### config.mk
export PLATFORM = sky130hd
export DESIGN_NAME = layer_mixer
export DESIGN_NICKNAME = d
export VERILOG_FILES = /design/src/rtl/layer_mixer.sv
export SDC_FILE = /design/constraint.sdc
export NUM_CORES = 1
export LEC_CHECK = 0
export CELL_PAD_IN_SITES_DETAIL_PLACEMENT = 0
export CELL_PAD_IN_SITES_GLOBAL_PLACEMENT = 1
export CORE_ASPECT_RATIO = 1.25
export CORE_MARGIN = 5
export CORE_UTILIZATION = 30
export DETAILED_ROUTE_END_ITERATION = 12
export PLACE_DENSITY = 0.79
export SLEW_MARGIN = 20
export SYNTH_ARGS = -nofsm -noshare
export SYNTH_HDL_FRONTEND = slang
export SYNTH_SLANG_ARGS = --single-unit
### constraint.sdc
create_clock -name clk_vga -period 2.8 [get_ports clk_vga]
set_clock_uncertainty 0.1 [all_clocks]
set_input_delay 0.56 -clock clk_vga [delete_from_list [all_inputs] [get_ports clk_vga]]
set_output_delay 0.56 -clock clk_vga [all_outputs]
set_load 0.05 [all_outputs]
### src/rtl/layer_mixer.sv
// Priority compositor for N_LAYERS sprite layers over a background colour, with
// per-pair overlap detection folded into once-per-frame collision events.
module layer_mixer #(
    parameter int               N_LAYERS     = 4,
    parameter int               RGB_W        = 12,
    parameter logic [RGB_W-1:0] BG_RGB       = 12'h000,
    parameter logic             VSYNC_ACTIVE = 1'b0
) (
    input  logic                        clk_vga,
    input  logic                        rst,
    input  logic                        disp_i,
    input  logic                        v_sync_i,
    input  logic [N_LAYERS*RGB_W-1:0]   rgb_i,
    input  logic [N_LAYERS-1:0]         alpha_i,
    input  logic [N_LAYERS-1:0]         layer_en_i,
    output logic [RGB_W-1:0]            rgb_o,
    output logic [N_LAYERS*(N_LAYERS-1)/2-1:0] crash_pulse_o,
    output logic [N_LAYERS*(N_LAYERS-1)/2-1:0] crash_first_o,
    output logic [N_LAYERS*(N_LAYERS-1)/2-1:0] crash_frame_o
);

    localparam int N_PAIRS = N_LAYERS*(N_LAYERS-1)/2;

    logic [N_LAYERS*RGB_W-1:0] rgb_p1;
    logic [N_LAYERS-1:0]       a_p1;
    logic                      disp_p1;
    logic                      vs_p1;
    logic                      vs_p2;
    logic [N_PAIRS-1:0]        acc;
    logic [N_PAIRS-1:0]        ov_p1;
    logic [N_PAIRS-1:0]        acc_base;
    logic [RGB_W-1:0]          rgb_mix;
    logic                      boundary;

    // Lowest-index opaque layer wins; blanking forces black regardless of layers.
    function automatic logic [RGB_W-1:0] compose(
        input logic                      disp,
        input logic [N_LAYERS-1:0]       a,
        input logic [N_LAYERS*RGB_W-1:0] rgb
    );
        logic [RGB_W-1:0] c;
        c = BG_RGB;
        for (int k = N_LAYERS-1; k >= 0; k--) begin
            if (a[k]) c = rgb[k*RGB_W +: RGB_W];
        end
        return disp ? c : '0;
    endfunction

    // Stage 1: register pixel inputs; disabled layers are folded into alpha here.
    always_ff @(posedge clk_vga or negedge rst) begin
        if (!rst) begin
            rgb_p1  <= '0;
            a_p1    <= '0;
            disp_p1 <= 1'b0;
            vs_p1   <= ~VSYNC_ACTIVE;
        end else begin
            rgb_p1  <= rgb_i;
            a_p1    <= alpha_i & layer_en_i;
            disp_p1 <= disp_i;
            vs_p1   <= v_sync_i;
        end
    end

    always_comb begin
        int p;
        p     = 0;
        ov_p1 = '0;
        for (int i = 0; i < N_LAYERS-1; i++) begin
            for (int j = i+1; j < N_LAYERS; j++) begin
                ov_p1[p] = disp_p1 & a_p1[i] & a_p1[j];
                p++;
            end
        end
    end

    // A hit on the boundary edge belongs to both the closing and the new frame.
    assign boundary = (vs_p1 == VSYNC_ACTIVE) && (vs_p2 != VSYNC_ACTIVE);
    assign acc_base = boundary ? '0 : acc;
    assign rgb_mix  = compose(disp_p1, a_p1, rgb_p1);

    // Stage 2: composited pixel, collision events and per-frame accumulation.
    always_ff @(posedge clk_vga or negedge rst) begin
        if (!rst) begin
            vs_p2         <= ~VSYNC_ACTIVE;
            acc           <= '0;
            rgb_o         <= '0;
            crash_pulse_o <= '0;
            crash_first_o <= '0;
            crash_frame_o <= '0;
        end else begin
            vs_p2         <= vs_p1;
            acc           <= acc_base | ov_p1;
            rgb_o         <= rgb_mix;
            crash_pulse_o <= ov_p1;
            crash_first_o <= ov_p1 & ~acc_base;
            if (boundary) crash_frame_o <= acc | ov_p1;
        end
    end

endmodule
==> flow_metrics.tcl <==
set metrics [dict create \
    cts-root-buf "clkbuf_16" \
    crit_required_ns 2.14 \
    cp_num_buf_inv 1 \
    fp.dieW_um 98.34 \
    crit_type "flip-flop to output pin" \
    finalCriticalPeriod_ns 2.155 \
    syn_to_final_growth_pct 44.93 \
    p_leak_nw 1.886 \
    wl_met2_um 3311 \
    ys_types 21 \
    final_core_util 0.4437 \
    io_buffers 89 \
    grt_pass1_vias 2065 \
    outcome "finished clean" \
    max_freq_ghz 0.4640 \
    antenna_cells 0 \
    viasPerCell 4.356 \
    cts_tree "done" \
    layout-drive-gt1-share 0.1053 \
    synth.cell_area_um2 2927 \
    tightest_slew_ns 0.9059 \
    setup_viol 0 \
    grt_pass1_wl_um 10890 \
    track_usage 0.1211 \
    cp_slowest_stage_delay_ns 0.81 \
    yosys_warnings 0 \
    finalPower_mw 2.893 \
    ir_worst_vdd_uv 296.5 \
    clock_latency_ns 0.33 \
    gp_congestion 0.7256 \
    dr.pass1.iters 4 \
    slew_headroom 0.3933 \
    numCtsBuffers 9 \
    start_kind "flip-flop" \
    dp_hpwl_um 4772 \
    fp.dieH_um 120.4 \
    powerDensity_nw_per_um2 682.2 \
    hold_viol_final 0 \
    cp_slowest_cell "clkdlybuf4s50_1" \
    rsz0062_at_grt "false" \
    dieArea_um2 11840 \
    top_level_ports 90 \
    critPathTopFamily "buffers and inverters" \
    wl_per_cell_um 15.91 \
    ant_nets 0 \
    finalNonFillerCells 430 \
    totalWireLength_um 6842 \
    multiInputGateArea_um2 566.8 \
    start_util 0.3062 \
    grt_remaining_overflow 0 \
    antenna_found_initial 0 \
    ys_seq_elements 91 \
    final-seq-area_um2 2280 \
    highest_layer "met4" \
    hold_buffers 0 \
    cp-end-kind "output pin" \
    clock-sinks 91 \
    grt_max_degree 50 \
    path_max_fanout 1 \
    ys_seq_area_frac 0.7790 \
    fin_nets 360 \
    finalSetupTns_ns 0 \
    worstPathArrival_ns 1.50 \
    hold_class "input pin to async pin" \
    placed_cells 415 \
    core_region_area_um2 9559 \
    fillers 880 \
    drtIter0Drc 71 \
    cts_resized 0 \
    clk_pin_slew_ns 0.06 \
    path_cells "clkdlybuf4s50_1" \
    wl_met1_um 2968 \
    rows 40 \
    slew_viol_final 0 \
    vias 1873 \
    drv_cap 0 \
    drc 0 \
    htreeDepth 3 \
    period_share 0.7697 \
    wl_met3_um 509 \
    clock_path_buffers 2 \
    syn_nets 265 \
    synth_cells 205 \
    cts_setup_buffers 0 \
    avgSynthCellArea_um2 14.28 \
]
## logic make-up (layout without fill, tap and decap cells)
family	count (synthesis)	count (layout)	share of synthesized area
DFF	91	91	0.7790
AOI/OAI and AO/OA	49	49	0.1206
and+or+nand+nor	49	49	0.07311
buffers and inverters	16	115	0.02736
## registers in the layout, summed over array words and instances, names as in the netlist
| register | count |
|---|---|
| crash_pulse_o | 6 |
| disp_p1 | 1 |
| crash_frame_o | 6 |
| rgb_o | 12 |
| acc | 6 |
| rgb_p1 | 48 |
| a_p1 | 4 |
| crash_first_o | 6 |
| vs_p1 | 1 |
| vs_p2 | 1 |
## Yosys cell counts
master     n  area (um^2)
dfrtp_1   89         2227
nand2_1   31        116.4
o21ai_0   20        100.1
a221oi_2  10        150.1
o21ai_1   10        50.05
a21oi_1    7        35.03
inv_1      7        26.28
nand3_1    5        25.02
nor2_1     5        18.77
and2_1     4        25.02
buf_2      3        15.01
a221oi_1   2        17.52
buf_4      2        15.01
clkbuf_1   2        7.510
dfstp_2    2        52.55
and2_0     1        6.260
and2b_1    1        7.510
buf_6      1        11.26
clkbuf_2   1        5.000
nand2b_1   1        6.260
nor2b_2    1        8.760
## layout by cell type (no fill, tap or decap), types with 2 or more instances in the layout
| cell type | n |
|---|---|
| dfrtp_1 | 89 |
| nor2_1 | 5 |
| buf_4 | 4 |
| nand3_1 | 5 |
| and2_1 | 4 |
| o21ai_1 | 10 |
| inv_1 | 7 |
| nand2_1 | 31 |
| a221oi_1 | 2 |
| clkbuf_16 | 9 |
| a221oi_2 | 10 |
| a21oi_1 | 7 |
| o21ai_0 | 20 |
| clkinv_2 | 2 |
| dfstp_2 | 2 |
| clkbuf_8 | 3 |
| clkdlybuf4s50_1 | 88 |
## metal layers
layer  vias to the layer above  global-route usage
met5                         -                   0
met2                        67              0.1865
met3                         6             0.04847
met1                       927              0.1542
li1                        873                   -
met4                         0             0.04355
## path summary, 6_finish.rpt
check	start	end	slack, ns	depth (start not counted)
max reg2reg	vs_p1	crash_frame_o[5]	1.10	2
min reg2reg	vs_p1	vs_p2	0.27	0
min	rst	rgb_p1[40]	0.12	1
max in group asynchronous	rst	vs_p2	1.78	2
min in group clk_vga	vs_p1	vs_p2	0.27	0
max	crash_first_o[3]	crash_first_o[3]	0.64	1
## metrics by stage
step	worst slack (ns)	hold WS, ns	area [um^2]
5_1_grt	0.5985	0.1664	4242
4_1_cts	0.6181	0.1255	4242
3_5_place_dp	0.9861	0.2564	3961
3_3_place_gp	0.9841	0.2534	3961
6_report	0.6447	0.1210	4242
2_1_floorplan	1.523	0.1644	2927
## area by class of cell
type,instances,share of cell area
Sequential cell,91,0.5375
Timing Repair Buffer,93,0.2195
Multi-Input combinational cell,98,0.1336
Clock buffer,13,0.06372
Tap cell,126,0.03717
Inverter,7,0.006195
Clock inverter,2,0.002360
## power by group
| group | leakage (nW) | internal (mW) | switching [mW] |
|---|---|---|---|
| Combinational | 0.615 | 0.149 | 0.191 |
| Sequential | 1.13 | 1.39 | 0.0343 |
| Clock | 0.141 | 0.667 | 0.465 |
(Power assumes the default switching activity.)
